$ cat config.mk
export PLATFORM = sky130hd
export DESIGN_NAME = serial_frame_rx
export DESIGN_NICKNAME = d
export VERILOG_FILES = /design/src/rtl/serial_frame_rx.sv
export SDC_FILE = /design/constraint.sdc
export NUM_CORES = 1
export LEC_CHECK = 0
export ABC_AREA = 1
export BUFFER_PORTS_ARGS = -buffer_cell sky130_fd_sc_hd__buf_2
export CORE_MARGIN = 2
export CORE_UTILIZATION = 57
export DETAILED_ROUTE_END_ITERATION = 6
export GPL_TIMING_DRIVEN = 0
export PLACE_DENSITY = 0.78
export SKIP_CTS_REPAIR_TIMING = 1
export SYNTH_ARGS = -nofsm -noshare
export SYNTH_HDL_FRONTEND = slang
export SYNTH_SLANG_ARGS = --single-unit
$ cat constraint.sdc
create_clock -name CLK -period 1.7 [get_ports CLK]
set_clock_uncertainty 0.2 [all_clocks]
set_input_delay 0.085 -clock CLK [delete_from_list [all_inputs] [get_ports CLK]]
set_output_delay 0.085 -clock CLK [all_outputs]
set_load 0.01 [all_outputs]
$ cat src/rtl/serial_frame_rx.sv
// serial_frame_rx: framed serial receiver, one bit per clock.
// Detects a start bit (SIN low in IDLE) and shifts in DATA_BITS data bits
// LSB-first. It then checks an optional parity bit and the stop bit.
// A good frame updates DOUT and PERR together with a one-cycle VALID strobe.
// A low stop bit raises a one-cycle FERR strobe; the FSM then waits for the
// line to return high before it looks for the next start bit.
//
// Ports:
//   CLK   : clock, rising edge
//   RST   : synchronous active-high reset
//   SIN   : serial line, idles high
//   DOUT  : last word received without a framing error
//   VALID : one-cycle strobe, DOUT/PERR updated this cycle
//   PERR  : parity mismatch of the strobed word (held between strobes)
//   FERR  : one-cycle strobe, stop bit sampled low
//   BUSY  : FSM not in IDLE
module serial_frame_rx #(
  parameter int unsigned DATA_BITS  = 8,
  parameter bit          PARITY_EN  = 1'b1,
  parameter bit          PARITY_ODD = 1'b0
) (
  input  logic                 CLK,
  input  logic                 RST,
  input  logic                 SIN,
  output logic [DATA_BITS-1:0] DOUT,
  output logic                 VALID,
  output logic                 PERR,
  output logic                 FERR,
  output logic                 BUSY
);

  localparam int unsigned CNT_W = $clog2(DATA_BITS + 1);

  typedef enum logic [2:0] {
    IDLE,
    DATA,
    PARITY,
    STOP,
    WAIT_IDLE
  } state_t;

  state_t               state_q, state_d;
  logic [CNT_W-1:0]     cnt_q, cnt_d;
  logic [DATA_BITS-1:0] shift_q, shift_d;
  logic                 par_err_q, par_err_d;
  logic [DATA_BITS-1:0] dout_q, dout_d;
  logic                 valid_q, valid_d;
  logic                 perr_q, perr_d;
  logic                 ferr_q, ferr_d;
  logic                 busy_q, busy_d;

  // State and output registers
  always_ff @(posedge CLK) begin
    if (RST) begin
      state_q   <= IDLE;
      cnt_q     <= '0;
      shift_q   <= '0;
      par_err_q <= 1'b0;
      dout_q    <= '0;
      valid_q   <= 1'b0;
      perr_q    <= 1'b0;
      ferr_q    <= 1'b0;
      busy_q    <= 1'b0;
    end else begin
      state_q   <= state_d;
      cnt_q     <= cnt_d;
      shift_q   <= shift_d;
      par_err_q <= par_err_d;
      dout_q    <= dout_d;
      valid_q   <= valid_d;
      perr_q    <= perr_d;
      ferr_q    <= ferr_d;
      busy_q    <= busy_d;
    end
  end

  // Next-state and output logic
  always_comb begin
    state_d   = state_q;
    cnt_d     = cnt_q;
    shift_d   = shift_q;
    par_err_d = par_err_q;
    dout_d    = dout_q;
    valid_d   = 1'b0;
    perr_d    = perr_q;
    ferr_d    = 1'b0;

    case (state_q)
      IDLE: begin
        if (!SIN) begin
          state_d   = DATA;
          cnt_d     = '0;
          shift_d   = '0;
          par_err_d = 1'b0;
        end
      end

      DATA: begin
        // New bit enters at the MSB end, so the first bit ends up in bit 0.
        // Written as shift/or so it also elaborates for DATA_BITS == 1.
        shift_d = (shift_q >> 1) | (DATA_BITS'(SIN) << (DATA_BITS - 1));
        cnt_d   = cnt_q + CNT_W'(1);
        if (cnt_q == CNT_W'(DATA_BITS - 1)) begin
          state_d = PARITY_EN ? PARITY : STOP;
        end
      end

      PARITY: begin
        par_err_d = (((^shift_q) ^ SIN) != PARITY_ODD);
        state_d   = STOP;
      end

      STOP: begin
        if (SIN) begin
          dout_d  = shift_q;
          valid_d = 1'b1;
          perr_d  = PARITY_EN ? par_err_q : 1'b0;
          state_d = IDLE;
        end else begin
          ferr_d  = 1'b1;
          state_d = WAIT_IDLE;
        end
      end

      WAIT_IDLE: begin
        // A stuck-low line must not be read as a string of start bits.
        if (SIN) begin
          state_d = IDLE;
        end
      end

      default: begin
        state_d = IDLE;
      end
    endcase

    busy_d = (state_d != IDLE);
  end

  assign DOUT  = dout_q;
  assign VALID = valid_q;
  assign PERR  = perr_q;
  assign FERR  = ferr_q;
  assign BUSY  = busy_q;

endmodule

==> results of run 1 <==
==> layout make-up <==
type                    count  share of cell area [%]
plain buffers              14                    7.16
inverters                  22                    5.19
repair buffers             15                    5.35
clock buffers               3                    1.42
clock inverters             1                    1.89
multi-input cells         148                    41.4
well taps                  30                    2.36
flip-flops and latches     28                    35.2
==> per-layer routing <==
metal	wire, um	track usage [%]	vias up
met4	34	9.40	0
li1	-	-	694
met3	112	3.06	5
met2	1350	34.3	31
met5	0	0	-
met1	1390	28.3	616
==> layout by cell type, fill, tap and decap left out <==
master                          netlist  routed
sky130_fd_sc_hd__nor2_2               2       2
sky130_fd_sc_hd__inv_1               21      21
sky130_fd_sc_hd__o21ai_0              4       4
sky130_fd_sc_hd__a21oi_1             24      24
sky130_fd_sc_hd__buf_2                2      15
sky130_fd_sc_hd__ha_1                 1       1
sky130_fd_sc_hd__nand2_1             78      78
sky130_fd_sc_hd__bufinv_16            0       1
sky130_fd_sc_hd__clkbuf_1             4       4
sky130_fd_sc_hd__nand3_1             15      15
sky130_fd_sc_hd__dlygate4sd3_1        0       2
sky130_fd_sc_hd__or2_1                1       1
sky130_fd_sc_hd__a31oi_1              1       1
sky130_fd_sc_hd__buf_6                6       6
sky130_fd_sc_hd__nor3_2               1       1
sky130_fd_sc_hd__nor2_1              14      14
sky130_fd_sc_hd__nand2_2              2       2
sky130_fd_sc_hd__nand3_2              1       1
sky130_fd_sc_hd__dfxtp_1             28      28
sky130_fd_sc_hd__xnor2_1              2       2
sky130_fd_sc_hd__nor3_1               2       2
sky130_fd_sc_hd__clkbuf_8             1       1
sky130_fd_sc_hd__clkbuf_4             0       3
sky130_fd_sc_hd__inv_2                1       1
sky130_fd_sc_hd__buf_4                1       1
==> stage by stage <==
step | instances | power [mW]
after CTS | 259 | 1.20
after global placement | 255 | 0.778
final | 261 | 1.20
after global routing | 261 | 1.24
after detailed placement | 255 | 0.782
after floorplan | 212 | 0.759
==> state kept, by name, indices dropped and copies added (netlist names) <==
signal     count
VALID          1
DOUT           8
FERR           1
BUSY           1
state_q        3
shift_q        8
cnt_q          4
par_err_q      1
PERR           1
==> kinds of logic (layout without fill, tap and decap cells) <==
family / count (synthesis) / in the layout
compound gates: 29 / 29
xor+xnor: 2 / 2
fa+ha+maj: 1 / 1
buf+inv: 36 / 55
flops: 28 / 28
simple gates: 116 / 116
==> final timing paths <==
path                      startpoint                      to  slack [ps]
min             DOUT[6]$_SDFFE_PP0P_    DOUT[6]$_SDFFE_PP0P_         270
min reg2reg     DOUT[6]$_SDFFE_PP0P_    DOUT[6]$_SDFFE_PP0P_         270
max          shift_q[6]$_SDFFE_PP0P_  par_err_q$_SDFFE_PP0P_         240
max reg2reg  shift_q[6]$_SDFFE_PP0P_  par_err_q$_SDFFE_PP0P_         240
==> critical path, stage by stage, from the launching register on <==
cell and delay [ps]:
sky130_fd_sc_hd__dfxtp_1 330, sky130_fd_sc_hd__buf_2 190, sky130_fd_sc_hd__inv_1 80, sky130_fd_sc_hd__nand2_1 70
sky130_fd_sc_hd__nand2_1 60, sky130_fd_sc_hd__nand2_1 70, sky130_fd_sc_hd__nand2_1 70, sky130_fd_sc_hd__nand2_1 70
sky130_fd_sc_hd__nand3_1 70, sky130_fd_sc_hd__nand2_1 90, sky130_fd_sc_hd__a21oi_1 60
==> power breakdown <==
group / total, mW / internal [mW] / switching, mW / leakage [nW]
registers: 0.673 / 0.666 / 0.00753 / 0.226
clock network: 0.428 / 0.238 / 0.190 / 0.0279
logic: 0.101 / 0.0354 / 0.0652 / 0.478
==> flow_summary.rst, run 1 <==
.. list-table::
   :header-rows: 1

   * - Metric
     - Value
   * - Result of the run
     - completed
   * - Unrepaired setup endpoints after global routing
     - false
   * - Overall routing resource usage
     - 21.3%
   * - Number of vias per cell after detailed routing
     - 5.16
   * - Transition time of the tightest slew-check pin
     - 468 ps
   * - Clock Tree Buf Depth
     - 2
   * - Share of layout cells above drive strength 1
     - 14.7%
   * - Initial antenna violation count
     - 0
   * - Floorplan die width
     - 53.8 um
   * - Proportion of synthesized flip-flops having asynchronous set or reset
     - 0%
   * - Core occupancy in the finished layout
     - 66.0%
   * - Nets@finish
     - 236
   * - Reg area
     - 561 um2
   * - Arrival time at the worst endpoint
     - 1480 ps
   * - CP Data Required Time
     - 1720 ps
   * - Kind of end point of the critical path
     - flop
   * - Number of clock sinks seen by CTS
     - 28
   * - Clock transition at the registers of the reported paths
     - 140 ps
   * - HPWL Detailed
     - 2120 um
   * - Count of cells along the worst register-to-register path
     - 10
   * - Total of flip-flops plus latches after synthesis
     - 28
   * - Library cells used by synthesis
     - 22
   * - Total power density per cell area
     - 756 nW/um2
   * - Area of the mapped netlist
     - 1420 um2
   * - Top-level port count
     - 15
   * - Synthesized-area fraction occupied by adder cells
     - 0.884%
   * - F_max
     - 685 MHz
   * - Simple-Gate Fraction of Synth Area
     - 34.0%
   * - Cell with the most instances after synthesis
     - sky130_fd_sc_hd__nand2_1
   * - Biggest fanout along the worst timing path
     - 8
   * - Final estimated routing congestion in global placement
     - 0.747
   * - Worst min-delay path class
     - flop to flop
   * - Clock network latency to the later pin of the worst-skew pair
     - 320 ps
   * - Max transition margin
     - 68.8%
   * - Number of inserted diodes
     - 0
   * - Number of input and output port buffers inserted
     - 13
   * - Number of levels the H-tree was split into
     - 1
   * - Mean post-synth cell area
     - 6.68 um2
   * - Clock period minus worst slack
     - 1460 ps
   * - Wire length after detailed routing
     - 2890 um
   * - DIE AREA
     - 2900 um2
   * - Worst vdd ir
     - 0.000600 V
   * - Number of enable-type register cells in the synthesized netlist
     - 0
   * - Worst path setup slack after routing
     - 240 ps
   * - Cell types with the largest area share after synthesis
     - sky130_fd_sc_hd__dfxtp_1 (40%), sky130_fd_sc_hd__nand2_1 (21%), sky130_fd_sc_hd__a21oi_1 (8.5%), sky130_fd_sc_hd__inv_1 (5.6%), sky130_fd_sc_hd__nand3_1 (5.3%)
   * - Initial drt markers
     - 25
   * - CTS tree
     - yes
   * - Routed wire per std cell
     - 11.1 um
   * - Detailed Routing Iterations Pass 1
     - 4
   * - Routed vias
     - 1,346
   * - Maximum number of pins on one net before global-route repair
     - 17
   * - Post-Synthesis Net Count
     - 216
   * - Period Utilization, post-route
     - 85.9%
   * - Combinational family with the most area after synthesis
     - simple AND/OR/NAND/NOR gates
   * - Yosys warnings
     - 0
   * - Final ANT Viol Nets
     - 0
   * - Synth Area in XOR/XNOR
     - 1.24%
   * - Sort of element at the start of the critical path
     - flop
   * - Post-route setup TNS
     - 0 ps
   * - Leakage
     - 0.733 nW
   * - Core Footprint
     - 2410 um2
   * - Commonest cells in the synthesized netlist
     - sky130_fd_sc_hd__nand2_1 (78), sky130_fd_sc_hd__dfxtp_1 (28), sky130_fd_sc_hd__a21oi_1 (24)
   * - Global-route wire length before repair
     - 4570 um
   * - Number of max-capacitance violations reported
     - 0
   * - Growth of design area from synthesis to finish
     - 12.4%
   * - Area used by multi-input combinational logic
     - 658 um2
   * - Area after DPL
     - 1520 um2
   * - Final cell area excluding filler cells
     - 1590 um2
   * - Post-synthesis compound-gate area fraction
     - 10.3%
   * - Final hold slack
     - 273 ps
   * - Category of the most critical setup path
     - flop to flop
   * - Vias in the first global route
     - 1,078
   * - Post-synth top area share
     - 39.6%
   * - Root buffer cell
     - sky130_fd_sc_hd__clkbuf_4
   * - Total count of max-transition violations in the final report
     - 0
   * - Vertical die dimension
     - 53.8 um
   * - Detailed-route DRC error count
     - 0
   * - Post-synthesis cell count
     - 212
   * - Hold Crit Depth
     - 2
   * - Setup Viol. Count Final
     - 0
   * - Std cell rows
     - 18
   * - Layout fillers
     - 200
   * - Setup WS pre-CTS
     - 297 ps
   * - TritonCTS Buffers
     - 3
   * - Proportion of synthesized area in mux cells
     - 0%
   * - Overall overflow remaining after global route
     - 0
   * - Sequential element share of the synthesized area
     - 39.6%
   * - Cell taking the most area after synthesis
     - sky130_fd_sc_hd__dfxtp_1
   * - Most frequently used flop master after synthesis
     - sky130_fd_sc_hd__dfxtp_1
   * - Starting density of the core
     - 58.7%
   * - Final hold violation count
     - 0
(Power assumes the default switching activity.)
==> inputs of run 2 (changes only) <==
ABC_AREA = 0   (was 1)
CORE_UTILIZATION = 55   (was 57)
PLACE_DENSITY = 0.76   (was 0.78)
==> run 2 against run 1 <==
Sequential cell count unchanged. Synthesized cell count decreased by 39%. Sequential share of layout area increased by 7.8 points. Utilization increased by 0.33 points. Routed wire length decreased by 26%. Largest cell class is now registers. Largest power group unchanged. Highest routed layer unchanged.
==> flow_summary.rst, run 2 <==
.. list-table::
   :header-rows: 1

   * - Metric
     - Value
   * - Result of the run
     - completed
   * - Total of flip-flops plus latches after synthesis
     - 28 (unchanged)
   * - Detailed Routing Iterations Pass 1
     - 4 (unchanged)
   * - Category of the most critical setup path
     - flop to flop
   * - Number of enable-type register cells in the synthesized netlist
     - 0 (unchanged)
   * - Post-synth top area share
     - 48.5% (+8.9 points)
   * - CP Data Required Time
     - 1720 ps (about the same)
   * - Most common cell after layout, fill and taps aside
     - sky130_fd_sc_hd__dfxtp_1
   * - Net switching power
     - 0.246 mW (-6.2%)
   * - Cell taking the most area after synthesis
     - sky130_fd_sc_hd__dfxtp_1
   * - Most used cells in the layout excluding fill and tap cells
     - sky130_fd_sc_hd__dfxtp_1 (28), sky130_fd_sc_hd__nand2_1 (21), sky130_fd_sc_hd__nor2_1 (16), sky130_fd_sc_hd__buf_2 (15), sky130_fd_sc_hd__a21oi_1 (12)
   * - Period Utilization, post-route
     - 92.9% (+7.0 points)
   * - Clock transition at the registers of the reported paths
     - 140 ps (about the same)
   * - Initial antenna violation count
     - 0 (unchanged)
   * - Post-Synthesis Net Count
     - 133 (-38%)
   * - Library cells used by synthesis
     - 33 (+50%)
   * - Routed vias
     - 924 (-31%)
   * - Layout fillers
     - 188 (-6.0%)
   * - Number of clock sinks seen by CTS
     - 28 (unchanged)
   * - Cell with the most instances after synthesis
     - sky130_fd_sc_hd__dfxtp_1
   * - Global-route wire length before repair
     - 3700 um (-19%)
   * - Post-synthesis cell count
     - 129 (-39%)
   * - Vertical die dimension
     - 49.8 um (-7.4%)
   * - Initial drt markers
     - 16 (-36%)
   * - Number of levels the H-tree was split into
     - 1 (unchanged)
   * - Std cell rows
     - 16 (-2)
   * - Reg area
     - 561 um2 (unchanged)
   * - Number of input and output port buffers inserted
     - 12 (-1)
   * - Starting density of the core
     - 58.9% (+0.14 points)
   * - Mean post-synth cell area
     - 8.95 um2 (+34%)
   * - Overall routing resource usage
     - 19.6% (-1.7 points)
   * - Final ANT Viol Nets
     - 0 (unchanged)
   * - Post-route setup TNS
     - 0 ps (unchanged)
   * - Clk pwr share
     - 29.6% (-6.0 points)
   * - Area used by multi-input combinational logic
     - 541 um2 (-18%)
   * - Area of the mapped netlist
     - 1150 um2 (-18%)
   * - Detailed-route DRC error count
     - 0 (unchanged)
   * - F_max
     - 633 MHz (-7.5%)
   * - Maximum number of pins on one net before global-route repair
     - 16 (-1)
   * - Transition time of the tightest slew-check pin
     - 461 ps (-6.62 ps)
   * - Clock network latency to the later pin of the worst-skew pair
     - 330 ps (about the same)
   * - Number of inserted diodes
     - 0 (unchanged)
   * - Leakage
     - 0.494 nW (-33%)
   * - Share of layout cells above drive strength 1
     - 18.5% (+3.8 points)
   * - Routed wire per std cell
     - 12.3 um (+11%)
   * - Setup Viol. Count Final
     - 0 (unchanged)
   * - Clock period minus worst slack
     - 1580 ps (+119 ps)
   * - Total power density per cell area
     - 829 nW/um2 (+9.7%)
   * - Number of vias per cell after detailed routing
     - 5.34 (+3.6%)
   * - Kind of end point of the critical path
     - flop
   * - Clock Tree Buf Depth
     - 2 (unchanged)
   * - Area after DPL
     - 1250 um2 (-18%)
   * - Sort of element at the start of the critical path
     - flop
   * - Cell internal pwr
     - 0.833 mW (-11%)
   * - Arrival time at the worst endpoint
     - 1600 ps (+120 ps)
   * - Most frequently used flop master after synthesis
     - sky130_fd_sc_hd__dfxtp_1
   * - Final cell area excluding filler cells
     - 1300 um2 (-18%)
   * - Overall overflow remaining after global route
     - 0 (unchanged)
   * - Yosys warnings
     - 0 (unchanged)
   * - Sequential element share of the synthesized area
     - 48.5% (+8.9 points)
   * - Wire length after detailed routing
     - 2130 um (-26%)
   * - DIE AREA
     - 2480 um2 (-14%)
   * - Proportion of synthesized flip-flops having asynchronous set or reset
     - 0% (unchanged)
   * - Vias in the first global route
     - 872 (-19%)
   * - Biggest fanout along the worst timing path
     - 10 (+2)
   * - Max transition margin
     - 69.2% (+0.44 points)
   * - Final hold slack
     - 4.91 ps (-268 ps)
   * - Floorplan die width
     - 49.8 um (-7.4%)
   * - Final estimated routing congestion in global placement
     - 0.814 (+9.0%)
   * - Top-level port count
     - 15 (unchanged)
   * - TritonCTS Buffers
     - 3 (unchanged)
   * - Switching share of power
     - 22.8% (+0.98 points)
   * - CTS tree
     - yes
   * - Root buffer cell
     - sky130_fd_sc_hd__clkbuf_4
   * - Relative contribution of combinational cells to total power
     - 7.8% (-0.6 points)
   * - Core Footprint
     - 1960 um2 (-19%)
   * - Register share of total power
     - 62.6% (+6.6 points)
   * - Worst vdd ir
     - 0.000542 V (-9.6%)
   * - Commonest cells in the synthesized netlist
     - sky130_fd_sc_hd__dfxtp_1 (28), sky130_fd_sc_hd__nand2_1 (21), sky130_fd_sc_hd__nor2_1 (16)
   * - Worst min-delay path class
     - primary input to flop
   * - HPWL Detailed
     - 1510 um (-29%)
   * - Growth of design area from synthesis to finish
     - 12.7%
   * - Number of max-capacitance violations reported
     - 0 (unchanged)
   * - Cell types with the largest area share after synthesis
     - sky130_fd_sc_hd__dfxtp_1 (49%), sky130_fd_sc_hd__nand2_1 (6.8%), sky130_fd_sc_hd__a22oi_1 (5.9%), sky130_fd_sc_hd__a21oi_1 (5.2%), sky130_fd_sc_hd__nor2_1 (5.2%)
   * - Unrepaired setup endpoints after global routing
     - false
   * - Nets@finish
     - 151 (-36%)
   * - Total count of max-transition violations in the final report
     - 0 (unchanged)
   * - Final hold violation count
     - 0 (unchanged)
## run 2: cell type report
class / instances / share of cell area, %
flip-flops and latches: 28 / 43.1
multi-input cells: 89 / 41.5
repair buffers: 13 / 5.38
plain buffers: 8 / 3.46
clock buffers: 4 / 2.79
well taps: 27 / 2.60
inverters: 4 / 1.15
## run 2: final timing paths
path,start,to,slack (ps),cells after the start
hold / removal,RST,cnt_q[3]$_SDFFE_PP0P_,5,2
setup / recovery,state_q[1]$_SDFF_PP0_,DOUT[1]$_SDFFE_PP0P_,120,5
hold reg to reg,DOUT[3]$_SDFFE_PP0P_,DOUT[3]$_SDFFE_PP0P_,260,2
setup reg to reg,state_q[1]$_SDFF_PP0_,DOUT[1]$_SDFFE_PP0P_,120,5
## run 2: worst max-delay path: stages, from the launching register on
cell                      delay [ps]
sky130_fd_sc_hd__dfxtp_1         490
sky130_fd_sc_hd__nand2_2         130
sky130_fd_sc_hd__or3_1           320
sky130_fd_sc_hd__buf_2           180
sky130_fd_sc_hd__nand2_1          90
sky130_fd_sc_hd__a21oi_1          60
## run 2: metrics by stage
stage	util (%)	cells	worst slack, ps	power, mW
2_1_floorplan	-	129	255	0.752
3_3_place_gp	63.6	168	163	0.767
3_5_place_dp	63.6	168	161	0.770
4_1_cts	65.5	172	134	1.08
5_1_grt	66.3	173	7.19	1.12
6_report	66.3	173	121	1.08
## run 2: kinds of logic after synthesis
family / share of synthesized area (%)
buf+inv: 5.20
mux: 0.975
xor+xnor: 7.15
simple gates: 20.8
fa+ha+maj: 1.08
compound gates: 16.3
flops: 48.5
## run 2: metal layers
metal | global-route usage (%) | up-vias | wire length [um] | part of all wire [%]
met5 | 0 | - | 0 | 0
met4 | 9.72 | 0 | 44 | 2.1
met3 | 3.64 | 6 | 57 | 2.7
met2 | 34.2 | 12 | 987 | 46
met1 | 22.9 | 434 | 1040 | 49
li1 | - | 472 | - | -
## run 2: power groups by stage
stage	Clock, mW	Sequential, mW	Combinational (mW)
2_1_floorplan	0	0.688	0.0640
3_3_place_gp	0	0.689	0.0783
3_5_place_dp	0	0.689	0.0807
4_1_cts	0.327	0.675	0.0818
5_1_grt	0.349	0.677	0.0927
6_report	0.319	0.675	0.0843
==> inputs of run 3 (changes only) <==
REMOVE_ABC_BUFFERS = 1   (was unset)
SETUP_SLACK_MARGIN = 0.5   (was unset)
==> run 3 against run 2 <==
The run now ends with negative hold slack left. Clock power rose by 32%. Routed wire length is 5.5% lower. Sequential cell count unchanged. Total power increased by 9.0%. Critical path depth down 1. Largest cell class unchanged. Largest power group unchanged. Count of clock-buffer cells in the layout shrank 1. Sequential power is essentially flat.
==> flow_summary.rst, run 3 (synthesis results as in run 2) <==
.. list-table::
   :header-rows: 1

   * - Metric
     - Value
   * - Result of the run
     - finished with violations
   * - Violated checks
     - negative hold slack
   * - Total count of max-transition violations in the final report
     - 0 (unchanged)
   * - CP Data Required Time
     - 1700 ps (-20 ps)
   * - Overall routing resource usage
     - 17.4% (-2.2 points)
   * - Count of cells along the worst register-to-register path
     - 4 (-1)
   * - Clock network latency to the later pin of the worst-skew pair
     - 320 ps (about the same)
   * - Core Footprint
     - 1960 um2 (unchanged)
   * - Sort of element at the start of the critical path
     - flop
   * - Setup slack of the most critical reg-to-reg path
     - 190 ps (+60 ps)
   * - Number of max-capacitance violations reported
     - 0 (unchanged)
   * - Max transition margin
     - 67.9% (-1.4 points)
   * - Detailed Routing Iterations Pass 1
     - 3 (-1)
   * - Wire length after detailed routing
     - 2010 um (-5.5%)
   * - Unrepaired setup endpoints after global routing
     - true
   * - Std cell rows
     - 16 (unchanged)
   * - Critical Path Start
     - shift_q[2]$_SDFFE_PP0P_
   * - Worst vdd ir
     - 0.000596 V (+9.9%)
   * - Maximum number of pins on one net before global-route repair
     - 29 (+13)
   * - Clock Tree Buf Depth
     - 2 (unchanged)
   * - CTS tree
     - yes
   * - Reg area
     - 574 um2 (+2.5%)
   * - Final estimated routing congestion in global placement
     - 0.758 (-6.8%)
   * - Routed vias
     - 908 (-1.7%)
   * - Detailed-route DRC error count
     - 0 (unchanged)
   * - Setup Viol. Count Final
     - 0 (unchanged)
   * - Overall overflow remaining after global route
     - 0 (unchanged)
   * - Floorplan die width
     - 49.8 um (unchanged)
   * - Clock transition at the registers of the reported paths
     - 150 ps (about the same)
   * - Number of vias per cell after detailed routing
     - 5.37 (+0.59%)
   * - Final hold slack
     - -11.2 ps (-16.1 ps)
   * - Worst min-delay path class
     - primary input to flop
   * - Growth of design area from synthesis to finish
     - 15.0%
   * - Final ANT Viol Nets
     - 0 (unchanged)
   * - Category of the most critical setup path
     - flop to flop
   * - Number of levels the H-tree was split into
     - 1 (unchanged)
   * - Most used cells in the layout excluding fill and tap cells
     - sky130_fd_sc_hd__nand2_1 (21), sky130_fd_sc_hd__dfxtp_1 (19), sky130_fd_sc_hd__nor2_1 (16), sky130_fd_sc_hd__buf_2 (14), sky130_fd_sc_hd__a21oi_1 (12)
   * - Launching point of the worst reg2reg path
     - shift_q[2]$_SDFFE_PP0P_
   * - Initial antenna violation count
     - 0 (unchanged)
   * - Starting density of the core
     - 58.9% (unchanged)
   * - Final hold violation count
     - 5 (+5)
   * - Post-route setup TNS
     - 0 ps (unchanged)
   * - F_max
     - 660 MHz (+4.2%)
   * - Library cell contributing the largest single delay on the critical path
     - sky130_fd_sc_hd__dfxtp_1
   * - Share of layout cells above drive strength 1
     - 26.8% (+8.3 points)
   * - Layout fillers
     - 181 (-3.7%)
   * - Vias in the first global route
     - 769 (-12%)
   * - Total power density per cell area
     - 886 nW/um2 (+6.9%)
   * - Transition time of the tightest slew-check pin
     - 482 ps (+20.5 ps)
   * - Leakage
     - 0.502 nW (+1.6%)
   * - Peak per-stage delay on the critical path
     - 460 ps (-30 ps)
   * - Initial drt markers
     - 5 (-11)
   * - Root buffer cell
     - sky130_fd_sc_hd__clkbuf_4
   * - Setup WS pre-CTS
     - -340 ps (-501 ps)
   * - Biggest fanout along the worst timing path
     - 4 (-6)
   * - Most common cell after layout, fill and taps aside
     - sky130_fd_sc_hd__nand2_1
   * - Hold Path Origin
     - RST
   * - Routed wire per std cell
     - 11.9 um (-3.3%)
   * - TritonCTS Buffers
     - 3 (unchanged)
   * - Clock period minus worst slack
     - 1510 ps (-64.3 ps)
   * - Global-route wire length before repair
     - 3350 um (-9.5%)
   * - HPWL Detailed
     - 1310 um (-13%)
   * - Nets@finish
     - 147 (-2.6%)
   * - Kind of end point of the critical path
     - flop
   * - Number of inserted diodes
     - 0 (unchanged)
   * - Period Utilization, post-route
     - 89.1% (-3.8 points)
   * - Area used by multi-input combinational logic
     - 557 um2 (+3.0%)
   * - Hold Crit Depth
     - 2 (unchanged)
   * - Vertical die dimension
     - 49.8 um (unchanged)
   * - Number of clock sinks seen by CTS
     - 28 (unchanged)
   * - Number of input and output port buffers inserted
     - 14 (+2)
   * - DIE AREA
     - 2480 um2 (unchanged)
   * - Worst path setup slack after routing
     - 185 ps (+64.3 ps)
   * - Cells traversed along the worst timing path
     - xnor2_2, xnor3_1, xnor2_1, o32ai_1
   * - Top-level port count
     - 15 (unchanged)
   * - Arrival time at the worst endpoint
     - 1510 ps (-90 ps)
## run 3: layout make-up
type                    count  area share (%)
well taps                  27            2.54
clock buffers               3            1.70
flip-flops and latches     28            43.3
repair buffers             17            7.16
inverters                   4            1.13
clock inverters             1            2.26
multi-input cells          89            41.9
## run 3: per-stage QoR
| step | hold WS, ps | cell area [um2] | std cells | power [mW] | util [%] |
|---|---|---|---|---|---|
| after floorplan | -45.9 | 1110 | 121 | 0.735 | - |
| after global placement | 184 | 1210 | 162 | 0.759 | 61.9 |
| after detailed placement | 188 | 1210 | 162 | 0.761 | 61.9 |
| after CTS | -165 | 1270 | 166 | 1.18 | 64.5 |
| after global routing | 8.93 | 1330 | 169 | 1.22 | 67.7 |
| final | -11.2 | 1330 | 169 | 1.18 | 67.7 |
## run 3: path summary, 6_finish.rpt
path	end
hold reg to reg	DOUT[6]$_SDFFE_PP0P_
setup / recovery	par_err_q$_SDFFE_PP0P_
setup reg to reg	par_err_q$_SDFFE_PP0P_
hold / removal	shift_q[2]$_SDFFE_PP0P_
## run 3: critical path, delay by kind of cell (launching register included)
kind,cells,cell delay (ps)
AO/OA/AOI/OAI,1,80
XOR/XNOR,3,640
flip-flops,1,460
## run 3: per-layer routing
layer	track usage, %	part of all wire (%)	up-vias
met5	0	0	-
met4	6.94	0.60	0
met3	3.03	2.7	2
met2	26.4	50	11
met1	24.5	47	432
li1	-	-	463
## run 3: where the power goes
group	internal, mW	switching (mW)
combinational	0.0331	0.0464
sequential	0.665	0.00992
clock	0.238	0.184
